`config.mk`:
```
export PLATFORM = sky130hd
export DESIGN_NAME = i2c_packet_assembler_flat
export DESIGN_NICKNAME = d
export VERILOG_FILES = /design/src/rtl/i2c_packet_assembler_if.sv /design/src/rtl/i2c_packet_assembler.sv /design/src/flat_wrapper.sv
export SDC_FILE = /design/constraint.sdc
export NUM_CORES = 1
export LEC_CHECK = 0
export ABC_CLOCK_PERIOD_IN_PS = 4200
export BUFFER_PORTS_ARGS = -buffer_cell sky130_fd_sc_hd__buf_2
export CAP_MARGIN = 20
export CELL_PAD_IN_SITES_DETAIL_PLACEMENT = 1
export CELL_PAD_IN_SITES_GLOBAL_PLACEMENT = 2
export CORE_MARGIN = 2
export CORE_UTILIZATION = 35
export CTS_CLUSTER_DIAMETER = 30
export DETAILED_ROUTE_END_ITERATION = 7
export PLACE_DENSITY = 0.78
export SYNTH_ARGS = -nofsm -noshare
export SYNTH_HDL_FRONTEND = slang
export SYNTH_SLANG_ARGS = --single-unit
export TNS_END_PERCENT = 50
```
`constraint.sdc`:
```
create_clock -name clk -period 4.2 [get_ports clk]
set_input_delay 0.42 -clock clk [delete_from_list [all_inputs] [get_ports clk]]
set_output_delay 0.42 -clock clk [all_outputs]
set_load 0.005 [all_outputs]
```
`src/rtl/i2c_packet_assembler_if.sv`:
```
`default_nettype none
// ============================================================================
// Module   : i2c_packet_assembler_if
// Purpose  : Bundles the byte-stream input, the frame output handshake and
//            the status outputs of the I2C packet assembler.
// Signals  : byte_in/byte_valid/bus_stop  - byte stream from the I2C slave
//            frame_valid/frame_ready       - output frame handshake
//            opcode/frame_data             - held frame contents
//            busy/frame_error/err_code     - status and error reporting
//            drop_count                    - bytes discarded while hunting
// Modports : slave  - the assembler side
//            master - the producer/consumer side (testbench or system)
// Revision : 1.0 - initial release
// ============================================================================
interface i2c_packet_assembler_if #(
  parameter int OP_BITS = 2,
  parameter int FRAME_W = 96
);
  logic [7:0]         byte_in;
  logic               byte_valid;
  logic               bus_stop;
  logic               frame_valid;
  logic               frame_ready;
  logic [OP_BITS-1:0] opcode;
  logic [FRAME_W-1:0] frame_data;
  logic               busy;
  logic               frame_error;
  logic [1:0]         err_code;
  logic [7:0]         drop_count;

  modport slave (
    input  byte_in, byte_valid, bus_stop, frame_ready,
    output frame_valid, opcode, frame_data, busy, frame_error, err_code,
           drop_count
  );

  modport master (
    output byte_in, byte_valid, bus_stop, frame_ready,
    input  frame_valid, opcode, frame_data, busy, frame_error, err_code,
           drop_count
  );
endinterface
`default_nettype wire

```
`src/rtl/i2c_packet_assembler.sv`:
```
`default_nettype none
// ============================================================================
// Module   : i2c_packet_assembler
// Purpose  : Frames a received I2C byte stream. Hunts for a start byte whose
//            upper bits equal START_PREFIX, takes the opcode from its low
//            bits, collects NUM_WORDS*WORD_BYTES payload bytes MSB-first and
//            presents the frame on a valid/ready output register. Aborts on
//            inter-byte timeout or bus STOP, and reports output overrun.
// Ports    : clk  - system clock, rising edge
//            rst  - synchronous, active-low reset
//            bus  - i2c_packet_assembler_if.slave (stream in, frame out,
//                   status)
// Revision : 1.0 - initial release
// ============================================================================
module i2c_packet_assembler #(
  parameter int                 OP_BITS        = 2,
  parameter logic [7-OP_BITS:0] START_PREFIX   = 6'b111111,
  parameter int                 NUM_WORDS      = 3,
  parameter int                 WORD_BYTES     = 4,
  parameter int                 TIMEOUT_CYCLES = 100000
) (
  input wire logic clk,
  input wire logic rst,
  i2c_packet_assembler_if.slave bus
);

  localparam int NUM_BYTES = NUM_WORDS * WORD_BYTES;
  localparam int FRAME_W   = NUM_BYTES * 8;
  localparam int CNT_W     = $clog2(NUM_BYTES + 1);
  localparam int TMR_W     = $clog2(TIMEOUT_CYCLES);

  localparam logic [1:0] ERR_TIMEOUT = 2'b01;
  localparam logic [1:0] ERR_STOP    = 2'b10;
  localparam logic [1:0] ERR_OVERRUN = 2'b11;

  typedef enum logic [0:0] {
    S_IDLE    = 1'b0,
    S_COLLECT = 1'b1
  } state_t;

  state_t               r_state;
  state_t               w_next_state;

  logic [CNT_W-1:0]     r_count;
  logic [TMR_W-1:0]     r_timer;
  logic [OP_BITS-1:0]   r_op_stage;
  // Holds all but the last payload byte; the last byte is appended on the
  // fly when the frame commits.
  logic [FRAME_W-9:0]   r_shift;

  logic                 r_frame_valid;
  logic [OP_BITS-1:0]   r_opcode;
  logic [FRAME_W-1:0]   r_frame_data;
  logic                 r_frame_error;
  logic [1:0]           r_err_code;
  logic [7:0]           r_drop_count;

  logic                 w_is_start;
  logic [CNT_W-1:0]     w_count_inc;
  logic [FRAME_W-1:0]   w_shift_next;
  logic                 w_start;
  logic                 w_shift;
  logic                 w_commit;
  logic                 w_drop;
  logic                 w_abort;
  logic [1:0]           w_abort_code;
  logic                 w_load;
  logic                 w_overrun;

  assign w_is_start   = (bus.byte_in[7:OP_BITS] == START_PREFIX);
  assign w_count_inc  = r_count + 1'b1;
  assign w_shift_next = {r_shift, bus.byte_in};

  // A completed frame is taken if the output register is empty or is being
  // emptied by a handshake in this same cycle; otherwise it is an overrun.
  assign w_load    = w_commit && (!r_frame_valid || bus.frame_ready);
  assign w_overrun = w_commit && !w_load;

  // --------------------------------------------------------------------------
  // Next-state and control decode
  // --------------------------------------------------------------------------
  always_comb begin
    w_next_state = r_state;
    w_start      = 1'b0;
    w_shift      = 1'b0;
    w_commit     = 1'b0;
    w_drop       = 1'b0;
    w_abort      = 1'b0;
    w_abort_code = 2'b00;

    case (r_state)
      S_IDLE: begin
        if (bus.byte_valid) begin
          if (w_is_start) begin
            w_start      = 1'b1;
            w_next_state = S_COLLECT;
          end else begin
            w_drop = 1'b1;
          end
        end
      end

      S_COLLECT: begin
        if (bus.byte_valid) begin
          // The byte is consumed before a coincident STOP is considered, so
          // a STOP on the final byte still yields a good frame.
          w_shift = 1'b1;
          if (w_count_inc == CNT_W'(NUM_BYTES)) begin
            w_commit     = 1'b1;
            w_next_state = S_IDLE;
          end else if (bus.bus_stop) begin
            w_abort      = 1'b1;
            w_abort_code = ERR_STOP;
            w_next_state = S_IDLE;
          end
        end else if (bus.bus_stop) begin
          w_abort      = 1'b1;
          w_abort_code = ERR_STOP;
          w_next_state = S_IDLE;
        end else if (r_timer == TMR_W'(TIMEOUT_CYCLES - 1)) begin
          w_abort      = 1'b1;
          w_abort_code = ERR_TIMEOUT;
          w_next_state = S_IDLE;
        end
      end

      default: begin
        w_next_state = S_IDLE;
      end
    endcase
  end

  // --------------------------------------------------------------------------
  // State register
  // --------------------------------------------------------------------------
  always_ff @(posedge clk) begin
    if (!rst) begin
      r_state <= S_IDLE;
    end else begin
      r_state <= w_next_state;
    end
  end

  // --------------------------------------------------------------------------
  // Collection datapath
  // --------------------------------------------------------------------------
  always_ff @(posedge clk) begin
    if (!rst) begin
      r_count    <= '0;
      r_timer    <= '0;
      r_op_stage <= '0;
      r_shift    <= '0;
    end else if (w_start) begin
      r_count    <= '0;
      r_timer    <= '0;
      r_op_stage <= bus.byte_in[OP_BITS-1:0];
      r_shift    <= '0;
    end else if (w_shift) begin
      r_count <= w_count_inc;
      r_timer <= '0;
      r_shift <= w_shift_next[FRAME_W-9:0];
    end else if (r_state == S_COLLECT && !w_abort) begin
      r_timer <= r_timer + 1'b1;
    end
  end

  // --------------------------------------------------------------------------
  // Output register, error reporting and drop counter
  // --------------------------------------------------------------------------
  always_ff @(posedge clk) begin
    if (!rst) begin
      r_frame_valid <= 1'b0;
      r_opcode      <= '0;
      r_frame_data  <= '0;
      r_frame_error <= 1'b0;
      r_err_code    <= 2'b00;
      r_drop_count  <= 8'd0;
    end else begin
      if (w_load) begin
        r_frame_valid <= 1'b1;
        r_opcode      <= r_op_stage;
        r_frame_data  <= w_shift_next;
      end else if (r_frame_valid && bus.frame_ready) begin
        r_frame_valid <= 1'b0;
      end

      r_frame_error <= w_abort || w_overrun;
      if (w_abort) begin
        r_err_code <= w_abort_code;
      end else if (w_overrun) begin
        r_err_code <= ERR_OVERRUN;
      end

      if (w_drop && (r_drop_count != 8'hFF)) begin
        r_drop_count <= r_drop_count + 8'd1;
      end
    end
  end

  assign bus.frame_valid = r_frame_valid;
  assign bus.opcode      = r_opcode;
  assign bus.frame_data  = r_frame_data;
  assign bus.busy        = (r_state == S_COLLECT);
  assign bus.frame_error = r_frame_error;
  assign bus.err_code    = r_err_code;
  assign bus.drop_count  = r_drop_count;

endmodule
`default_nettype wire
```
`src/flat_wrapper.sv`:
```
// flat-port wrapper written by rule: the top's interface ports become plain ports
module i2c_packet_assembler_flat 
#(
  parameter int                 OP_BITS        = 2,
  parameter logic [7-OP_BITS:0] START_PREFIX   = 6'b111111,
  parameter int                 NUM_WORDS      = 3,
  parameter int                 WORD_BYTES     = 4,
  parameter int                 TIMEOUT_CYCLES = 100000
)
  (clk, rst, bus_byte_in, bus_byte_valid, bus_bus_stop, bus_frame_ready, bus_frame_valid, bus_opcode, bus_frame_data, bus_busy, bus_frame_error, bus_err_code, bus_drop_count);
  i2c_packet_assembler_if #(.OP_BITS(OP_BITS)) bus_i ();
  input wire logic clk;
  input wire logic rst;
  input wire logic [$bits(bus_i.byte_in)-1:0] bus_byte_in;
  input wire logic [$bits(bus_i.byte_valid)-1:0] bus_byte_valid;
  input wire logic [$bits(bus_i.bus_stop)-1:0] bus_bus_stop;
  input wire logic [$bits(bus_i.frame_ready)-1:0] bus_frame_ready;
  output wire logic [$bits(bus_i.frame_valid)-1:0] bus_frame_valid;
  output wire logic [$bits(bus_i.opcode)-1:0] bus_opcode;
  output wire logic [$bits(bus_i.frame_data)-1:0] bus_frame_data;
  output wire logic [$bits(bus_i.busy)-1:0] bus_busy;
  output wire logic [$bits(bus_i.frame_error)-1:0] bus_frame_error;
  output wire logic [$bits(bus_i.err_code)-1:0] bus_err_code;
  output wire logic [$bits(bus_i.drop_count)-1:0] bus_drop_count;
  assign bus_i.byte_in = bus_byte_in;
  assign bus_i.byte_valid = bus_byte_valid;
  assign bus_i.bus_stop = bus_bus_stop;
  assign bus_i.frame_ready = bus_frame_ready;
  assign bus_frame_valid = bus_i.frame_valid;
  assign bus_opcode = bus_i.opcode;
  assign bus_frame_data = bus_i.frame_data;
  assign bus_busy = bus_i.busy;
  assign bus_frame_error = bus_i.frame_error;
  assign bus_err_code = bus_i.err_code;
  assign bus_drop_count = bus_i.drop_count;
  i2c_packet_assembler #(.OP_BITS(OP_BITS), .START_PREFIX(START_PREFIX), .NUM_WORDS(NUM_WORDS), .WORD_BYTES(WORD_BYTES), .TIMEOUT_CYCLES(TIMEOUT_CYCLES)) u_core (.clk(clk), .rst(rst), .bus(bus_i));
endmodule
```
==> results.yml, run 1 <==
critical_path:
  path_cells: "ha_1 > and4b_1 > nand2_1 > nor2_4 > buf_4 > nand2_1 > a21boi_0"
  cp_data_arrival_time_ns: 2.83
  cp-start-kind: "flop"
  r2r_start: "u_core.r_count[0]"
  rrSetupSlack_ns: 1.80
  crit_top_cell: "nand2_1"
  cp_slowest_cell: "nor2_4"
  regToRegEndpoint: "u_core.bus.frame_data[73]"
  crit_fanout: 26
  crit_path_end_kind: "flop"
  crit_type: "reg2reg"
  worst-r2r-cell-count: 7
  required_ns: 4.63
  cp_num_buf_inv: 1
  crit_family: "simple AND/OR/NAND/NOR gates"
  crit_path_max_incr_delay_ns: 0.65
power_and_ir_drop:
  power_uw: 6300
  vdd_drop_max_mv: 0.337
  p_per_area_nw_per_um2: 572
  p_leak_uw: 0.00428
grt:
  grt_max_degree: 93
  grt_antenna_before_repair: 0
  grt_pass1_wl_um: 37600
  track_usage: 0.188
  grt_pass1_vias: 7241
  grt-ovfl-total: 0
hold_path:
  worstHoldStart: "bus_byte_in[5]"
  hold_depth: 3
  hold_path_class: "in2reg"
  min_to: "u_core.r_shift[5]"
placement:
  dp_hpwl_um: 14100
  globalplace.congestion: 0.746
  pre_cts_slack_ns: 1.73
  portBuffers: 123
clock_tree:
  clock_sinks: 222
  root_buffer: "clkbuf_16"
  insertion_delay_ns: 0.53
  cts.hold.buffers_added: 0
  cts.reportedPaths.clkPinSlew_ns: 0.05
  cts_resized: 0
  numCtsBuffers: 54
  postCtsSetupBuffers: 0
  cts_tree: "built"
  htreeDepth: 2
  clockBufferDepth: 3
synthesis:
  synth_area_um2: 8340
  synth_ff_type: "dfxtp_1"
  synth_top_area_frac: 0.533
  synth_fp_nets: 1024
  syn_area_per_cell_um2: 8.27
  synthCells: 1008
  synth_edf_count: 0
  yosysSeqAreaShare: 0.533
  yosysMostFrequentCell: "nand2_1"
  synthTopCellsByCount: "nand2_1 (396), dfxtp_1 (222), a21oi_1 (92), a21boi_0 (80), clkbuf_1 (33)"
  ys.warnings.count: 0
  yosysTopAreaCell: "dfxtp_1"
  yosysUniqueCellTypes: 41
  synth_seq_cells: 222
  synth_area_leaders: "dfxtp_1 (53%), nand2_1 (18%), a21boi_0 (7.2%), a21oi_1 (5.5%), a21boi_1 (1.9%)"
  synthArstFlopShare: 0
drt:
  wl_per_cell_um: 15.6
  ant_nets: 0
  drt-total-wl_um: 23300
  drt_iter0_markers: 270
  drt_pass1_iterations: 4
  vias_per_cell: 4.73
  vias: 7066
  drcViolationCount: 0
timing:
  hold_viol_final: 0
  fin_skew_ns: 0.0112
  timing.final.ws_setup_ns: 1.80
  fmax_mhz: 416
  min_period_ns: 2.40
  finalSetupViolCount: 0
  rsz0062_at_grt: "false"
  slew_violations: 0
  slew_headroom: 0.280
  worstMarginPinSlew_ns: 1.08
  setup_tns_ns: 0
  holdWs_ns: 0.173
  fin_crit_sh: 0.572
layout:
  nets: 1147
  antenna_cells: 0
  areaGrowthSynthToFinish_pct: 32.3
  final_layout_size_suffix_gt1_frac: 0.197
floorplan:
  rows: 56
  die_x_um: 158
  coreArea_um2: 23400
  die_area_um2: 25100
  initial_utilization: 0.356
  dieHeight_um: 158
  ios: 124
status:
  status: "finished, final reports clean"
flow_run:
  maxCapViolCount: 0
-- cell type report --
type / count / area (um2)
Clock buffer: 79 / 1640
Clock inverter: 22 / 215
Fill cell: 2813 / 12400
Inverter: 6 / 22.5
Multi-Input combinational cell: 715 / 3590
Sequential cell: 222 / 4440
Tap cell: 319 / 399
Timing Repair Buffer: 132 / 718
-- worst reg2reg max path: cells and delay by family (launching register included) --
kind            cells  cell delay [ns]
buf+inv             1             0.35
fa+ha+maj           1             0.26
compound gates      1             0.23
flops               1             0.36
simple gates        4             1.12
-- per-stage QoR --
step / instance area [um2] / cells / util
2_1_floorplan: 8340 / 1008 / -
3_5_place_dp: 9150 / 1393 / 0.391
5_1_grt: 11000 / 1495 / 0.471
6_report: 11000 / 1495 / 0.471
3_3_place_gp: 9150 / 1393 / 0.391
4_1_cts: 11000 / 1494 / 0.470
-- cell families after synthesis --
| kind of cell | after synthesis | synth area share |
|---|---|---|
| multiplexers | 5 | 0.00600 |
| AND/OR/NAND/NOR | 476 | 0.233 |
| flip-flops | 222 | 0.533 |
| buffers and inverters | 71 | 0.0392 |
| XOR/XNOR | 21 | 0.0221 |
| adder cells (fa/ha/maj) | 3 | 0.00450 |
| AO/OA/AOI/OAI | 210 | 0.162 |
-- metal layers --
layer | share of wire | vias to the layer above | track usage | wire length [um]
li1 | - | 3544 | - | -
met1 | 0.48 | 3361 | 0.248 | 11200
met2 | 0.46 | 131 | 0.312 | 10800
met3 | 0.043 | 30 | 0.0400 | 1010
met4 | 0.014 | 0 | 0.0502 | 336
met5 | 0 | - | 0 | 0
-- flip-flops by register name (all words and copies together) (netlist names) --
signal / cells
u_core.bus.busy: 1
u_core.r_op_stage: 2
u_core.bus.opcode: 2
u_core.r_shift: 88
u_core.r_timer: 17
u_core.bus.err_code: 2
u_core.bus.frame_error: 1
u_core.bus.frame_data: 96
u_core.bus.drop_count: 8
u_core.bus.frame_valid: 1
u_core.r_count: 4
-- worst max-delay path by stage --
stage	cells after the start	to	slack (ns)	startpoint
2_1_floorplan	8	u_core.bus.frame_data[41]	2.50	u_core.r_count[0]
3_3_place_gp	6	u_core.bus.frame_data[23]	1.84	bus_frame_ready
3_5_place_dp	6	u_core.bus.frame_data[73]	1.73	bus_frame_ready
4_1_cts	7	u_core.bus.frame_data[73]	1.72	u_core.r_count[0]
5_1_grt	7	u_core.bus.frame_data[73]	1.53	u_core.r_count[0]
6_report	7	u_core.bus.frame_data[73]	1.80	u_core.r_count[0]
-- report_power, final --
part,internal (uW),total [uW],switching [uW],leakage (uW)
clock network,2910,4100,1200,0.000926
logic,26.5,77.3,50.8,0.00157
registers,2120,2120,2.89,0.00179
total,5050,6300,1250,0.00428
-- cell usage in the layout (no fill, tap or decap), drive strengths merged, types with 5 or more instances in the layout --
master | synthesis | routed
nand2 | 396 | 396
dfxtp | 222 | 222
buf | 31 | 132
a21boi | 101 | 101
a21oi | 92 | 92
clkbuf | 34 | 79
nor2 | 26 | 26
xor2 | 17 | 17
clkinv | 0 | 16
nand3 | 12 | 12
and2 | 10 | 10
nand4 | 9 | 9
o21ai | 8 | 8
inv | 6 | 6
mux2i | 5 | 5
nor4 | 5 | 5
No activity file was read; power rests on OpenSTA's default activity.
==> run 2: changes to the inputs <==
--- a/config.mk
+++ b/config.mk
@@ -5,16 +5,16 @@
 export SDC_FILE = /design/constraint.sdc
 export NUM_CORES = 1
 export LEC_CHECK = 0
-export ABC_CLOCK_PERIOD_IN_PS = 4200
+export ABC_CLOCK_PERIOD_IN_PS = 2090
 export BUFFER_PORTS_ARGS = -buffer_cell sky130_fd_sc_hd__buf_2
 export CAP_MARGIN = 20
 export CELL_PAD_IN_SITES_DETAIL_PLACEMENT = 1
 export CELL_PAD_IN_SITES_GLOBAL_PLACEMENT = 2
 export CORE_MARGIN = 2
-export CORE_UTILIZATION = 35
+export CORE_UTILIZATION = 30
 export CTS_CLUSTER_DIAMETER = 30
 export DETAILED_ROUTE_END_ITERATION = 7
-export PLACE_DENSITY = 0.78
+export PLACE_DENSITY = 0.71
 export SYNTH_ARGS = -nofsm -noshare
 export SYNTH_HDL_FRONTEND = slang
 export SYNTH_SLANG_ARGS = --single-unit
==> constraint.sdc (replaced) <==
create_clock -name clk -period 2.09 [get_ports clk]
set_input_delay 0.209 -clock clk [delete_from_list [all_inputs] [get_ports clk]]
set_output_delay 0.209 -clock clk [all_outputs]
set_load 0.005 [all_outputs]
==> results.yml, run 2 (synthesized netlist as in run 1, its figures left out) <==
critical_path:
  cp_data_arrival_time_ns: 2.29
  required_ns: 2.50
  crit_type: "reg2reg"
  cp-start-kind: "flop"
  crit_fanout: 33
  crit_path_end_kind: "flop"
timing:
  slew_violations: 0
  hold_viol_final: 0
  rsz0062_at_grt: "false"
  fin_crit_sh: 0.900
  fmax_mhz: 531
  slew_headroom: 0.567
  worstMarginPinSlew_ns: 0.645
  setup_tns_ns: 0
  finalSetupViolCount: 0
  min_period_ns: 1.88
  fin_skew_ns: 0.0173
drt:
  drcViolationCount: 0
  ant_nets: 0
  wl_per_cell_um: 15.2
  vias_per_cell: 4.55
  drt-total-wl_um: 23900
  vias: 7175
  drt_iter0_markers: 245
  drt_pass1_iterations: 4
clock_tree:
  cts.reportedPaths.clkPinSlew_ns: 0.04
  clock_sinks: 222
  htreeDepth: 2
  root_buffer: "clkbuf_16"
  cts_tree: "built"
  numCtsBuffers: 54
  insertion_delay_ns: 0.55
  clockBufferDepth: 3
  cts_resized: 0
layout:
  instances_no_fill: 1578
  final_cell_mix: "nand2_1 (394), dfxtp_1 (222), buf_2 (122), a21oi_1 (92), a21boi_0 (80)"
  antenna_cells: 0
  fill_cells: 3259
  final_common_cell: "nand2_1"
  largest_register_ffs: 96
  nets: 1170
  final_layout_size_suffix_gt1_frac: 0.206
  areaGrowthSynthToFinish_pct: 36.4
placement:
  globalplace.congestion: 0.734
  portBuffers: 123
  dp_hpwl_um: 15300
  placedCellCount: 1466
status:
  status: "finished, final reports clean"
grt:
  grt-ovfl-total: 0
  grt_pass1_wl_um: 38800
  grt_max_degree: 53
  grt_pass1_vias: 7312
  grt_antenna_before_repair: 0
  track_usage: 0.166
floorplan:
  ios: 124
  initial_utilization: 0.303
  die_area_um2: 29100
  coreArea_um2: 27600
  die_x_um: 171
  dieHeight_um: 171
  rows: 61
power_and_ir_drop:
  power_uw: 12500
  p_per_area_nw_per_um2: 1100
  vdd_drop_max_mv: 0.561
  p_leak_uw: 0.00440
hold_path:
  hold_path_class: "in2reg"
flow_run:
  maxCapViolCount: 0
## run 2: changes by cell type in the layout (fill, tap and decap cells not counted)
cell and delta:
buf_12 +12, dlygate4sd3_1 +8, buf_4 +4, clkbuf_16 -3
clkbuf_8 -3, clkinvlp_4 +2, inv_6 +2, buf_16 -1
clkbuf_1 +1, clkinv_4 +1, clkinv_8 +1
## run 2: critical path, stage by stage, from the launching register on
cell      delay, ns
dfxtp_1        0.36
ha_1           0.25
nand4b_4       0.20
or3_4          0.56
buf_12         0.23
nand2_1        0.07
a21boi_0       0.08
## run 2: what timing repair did
item / CTS / global route
hold buffers: 8 / 0
endpoints found under the hold margin: 17 / 0
buffers inserted: 0 / 2
setup endpoints to repair: 0 / 12
## run 2: routing by layer
metal,track usage,wire (um)
met4,0.0472,429
met2,0.262,10700
met1,0.226,11800
met5,0,0
met3,0.0379,1030
## run 2: per-stage QoR
step / area, um2 / hold slack (ns) / util / setup WS (ns)
3_3_place_gp: 9460 / 0.443 / 0.343 / 0.203
6_report: 11400 / 0.0838 / 0.413 / 0.208
4_1_cts: 11300 / 0.0694 / 0.412 / 0.116
3_5_place_dp: 9460 / 0.447 / 0.343 / 0.120
5_1_grt: 11400 / 0.0837 / 0.413 / 0.0535
2_1_floorplan: 8340 / 0.345 / - / 0.386
## run 2: where the power goes
part / switching [uW] / total (uW) / internal [uW] / leakage (uW)
logic: 111 / 178 / 67.6 / 0.00172
clock network: 2510 / 8060 / 5550 / 0.000889
registers: 5.20 / 4260 / 4250 / 0.00179
## run 2: layout make-up
cell class,count,area [um2],share of cell area
sequential,222,4440,0.391
clock buffer,74,1530,0.134
timing repair buffer,155,1040,0.0916
clock inverter,28,273,0.0240
tap,378,473,0.0416
multi-input combinational,715,3590,0.316
inverter,6,22.5,0.00198
## run 2: worst paths after layout
path	from	end	slack (ns)	cells past startpoint
max reg2reg	u_core.r_count[0]	u_core.bus.frame_data[8]	0.21	6
min	rst	u_core.bus.err_code[1]	0.08	2
max	u_core.r_count[0]	u_core.bus.frame_data[8]	0.21	6
min reg2reg	u_core.bus.frame_data[49]	u_core.bus.frame_data[49]	0.45	2
==> run 3: changes to the inputs <==
--- a/config.mk
+++ b/config.mk
@@ -5,16 +5,16 @@
 export SDC_FILE = /design/constraint.sdc
 export NUM_CORES = 1
 export LEC_CHECK = 0
-export ABC_CLOCK_PERIOD_IN_PS = 2090
+export ABC_CLOCK_PERIOD_IN_PS = 2200
 export BUFFER_PORTS_ARGS = -buffer_cell sky130_fd_sc_hd__buf_2
 export CAP_MARGIN = 20
 export CELL_PAD_IN_SITES_DETAIL_PLACEMENT = 1
 export CELL_PAD_IN_SITES_GLOBAL_PLACEMENT = 2
 export CORE_MARGIN = 2
-export CORE_UTILIZATION = 30
+export CORE_UTILIZATION = 35
 export CTS_CLUSTER_DIAMETER = 30
 export DETAILED_ROUTE_END_ITERATION = 7
-export PLACE_DENSITY = 0.71
+export PLACE_DENSITY = 0.78
 export SYNTH_ARGS = -nofsm -noshare
 export SYNTH_HDL_FRONTEND = slang
 export SYNTH_SLANG_ARGS = --single-unit
==> constraint.sdc (replaced) <==
create_clock -name clk -period 2.2 [get_ports clk]
set_input_delay 0.22 -clock clk [delete_from_list [all_inputs] [get_ports clk]]
set_output_delay 0.22 -clock clk [all_outputs]
set_load 0.005 [all_outputs]
==> results.yml, run 3 (synthesized netlist as in run 1, its figures left out) <==
placement:
  dp_hpwl_um: 14500
  portBuffers: 123
  placedCellCount: 1405
  globalplace.congestion: 0.743
critical_path:
  critPathLaunch: "u_core.r_count[0]"
  crit_type: "reg2reg"
  required_ns: 2.64
  cp.depth: 7
  crit_end: "u_core.bus.frame_data[64]"
  cp_slowest_cell: "nor2_4"
  r2r_start: "u_core.r_count[0]"
  regToRegEndpoint: "u_core.bus.frame_data[64]"
  cp_data_arrival_time_ns: 2.40
  cp_num_buf_inv: 1
  rrSetupSlack_ns: 0.24
  cp-start-kind: "flop"
  crit_top_cell: "nand2_1"
  worst-r2r-cell-count: 7
  crit_path_end_kind: "flop"
  crit_family: "simple AND/OR/NAND/NOR gates"
  crit_fanout: 22
  crit_path_max_incr_delay_ns: 0.41
  path_cells: "ha_1 > and4b_1 > nand2_1 > nor2_4 > buf_12 > nand2_1 > a21boi_0"
floorplan:
  dieHeight_um: 158
  ios: 124
  die_x_um: 158
  rows: 56
  initial_utilization: 0.356
  die_area_um2: 25100
  coreArea_um2: 23400
grt:
  grt_pass1_vias: 7401
  grt_antenna_before_repair: 0
  grt_pass1_wl_um: 37900
  track_usage: 0.189
  grt-ovfl-total: 0
  grt_max_degree: 81
drt:
  vias_per_cell: 4.79
  drt_pass1_iterations: 4
  vias: 7219
  drcViolationCount: 0
  drt-total-wl_um: 23100
  ant_nets: 0
  wl_per_cell_um: 15.3
  drt_iter0_markers: 354
timing:
  min_period_ns: 1.96
  rsz0062_at_grt: "false"
  slew_headroom: 0.488
  hold_viol_final: 0
  fin_crit_sh: 0.890
  setup_tns_ns: 0
  worstMarginPinSlew_ns: 0.768
  finalSetupViolCount: 0
  fin_skew_ns: 0.0129
  slew_violations: 0
  fmax_mhz: 511
layout:
  nets: 1165
  areaGrowthSynthToFinish_pct: 35.2
  fill_cells: 2811
  seqCellArea_um2: 4440
  final_cell_mix: "nand2_1 (394), dfxtp_1 (222), buf_2 (122), a21oi_1 (92), a21boi_0 (80)"
  multiInputGateArea_um2: 3590
  antenna_cells: 0
  largest_register_ffs: 96
  final_layout_size_suffix_gt1_frac: 0.201
  instances_no_fill: 1507
  final_common_cell: "nand2_1"
clock_tree:
  cts_tree: "built"
  clock_sinks: 222
  insertion_delay_ns: 0.54
  cts_resized: 0
  htreeDepth: 2
  cts.reportedPaths.clkPinSlew_ns: 0.04
  postCtsSetupBuffers: 0
  root_buffer: "clkbuf_16"
  numCtsBuffers: 53
  clockBufferDepth: 3
power_and_ir_drop:
  p_leak_uw: 0.00438
  power_uw: 12100
  vdd_drop_max_mv: 0.514
  p_per_area_nw_per_um2: 1070
hold_path:
  hold_path_class: "in2reg"
status:
  status: "finished, final reports clean"
flow_run:
  maxCapViolCount: 0
run 3: cell types whose count changed in the layout (fill, tap and decap cells not counted), sizes merged:
cell	delta
buf	-4
bufinv	+2
inv	-1
clkinv	-7
clkinvlp	-1
clkbuf	-1
run 3: final cells by class:
cell class | instances | area share
clock buffers | 73 | 0.139
multi-input cells | 715 | 0.318
inverters | 6 | 0.00200
clock inverters | 21 | 0.0236
flip-flops and latches | 222 | 0.394
repair buffers | 151 | 0.0875
well taps | 319 | 0.0354
run 3: worst min-delay path by stage:
stage | cells past startpoint | to | startpoint
6_report | 3 | u_core.bus.err_code[0] | bus_bus_stop
2_1_floorplan | 2 | u_core.r_shift[0] | bus_byte_in[0]
3_3_place_gp | 2 | u_core.bus.frame_data[49] | u_core.bus.frame_data[49]
5_1_grt | 3 | u_core.bus.err_code[0] | bus_bus_stop
4_1_cts | 3 | u_core.bus.err_code[0] | bus_bus_stop
3_5_place_dp | 2 | u_core.bus.frame_data[43] | u_core.bus.frame_data[43]
run 3: per-stage QoR:
| step | area, um2 | setup WS [ns] | util | hold WS [ns] |
|---|---|---|---|---|
| finish | 11300 | 0.243 | 0.482 | 0.122 |
| CTS | 11300 | 0.192 | 0.482 | 0.111 |
| global placement | 9360 | 0.331 | 0.400 | 0.441 |
| detailed placement | 9360 | 0.215 | 0.400 | 0.447 |
| floorplan | 8340 | 0.496 | - | 0.356 |
| global route | 11300 | 0.0144 | 0.482 | 0.120 |
run 3: what timing repair did:
item	4_1_cts	5_1_grt
hold endpoints to repair	16	0
endpoints found under the setup margin	0	0
hold buffers	8	0
run 3: power by group:
group / switching (uW) / leakage, uW / internal (uW)
logic: 103 / 0.00169 / 65.9
registers: 5.14 / 0.00179 / 4040
clock network: 2290 / 0.000904 / 5580
run 3: routing by layer:
layer	up-vias	global-route usage	wire, um
met5	-	0	0
met4	0	0.0704	532
met3	43	0.0346	885
met2	131	0.310	10700
met1	3464	0.248	11000
li1	3581	-	-
run 3: worst reg2reg max path: stages (launching register included):
cell and delay [ns]:
dfxtp_1 0.36, ha_1 0.25, and4b_1 0.23, nand2_1 0.12
nor2_4 0.41, buf_12 0.23, nand2_1 0.07, a21boi_0 0.17
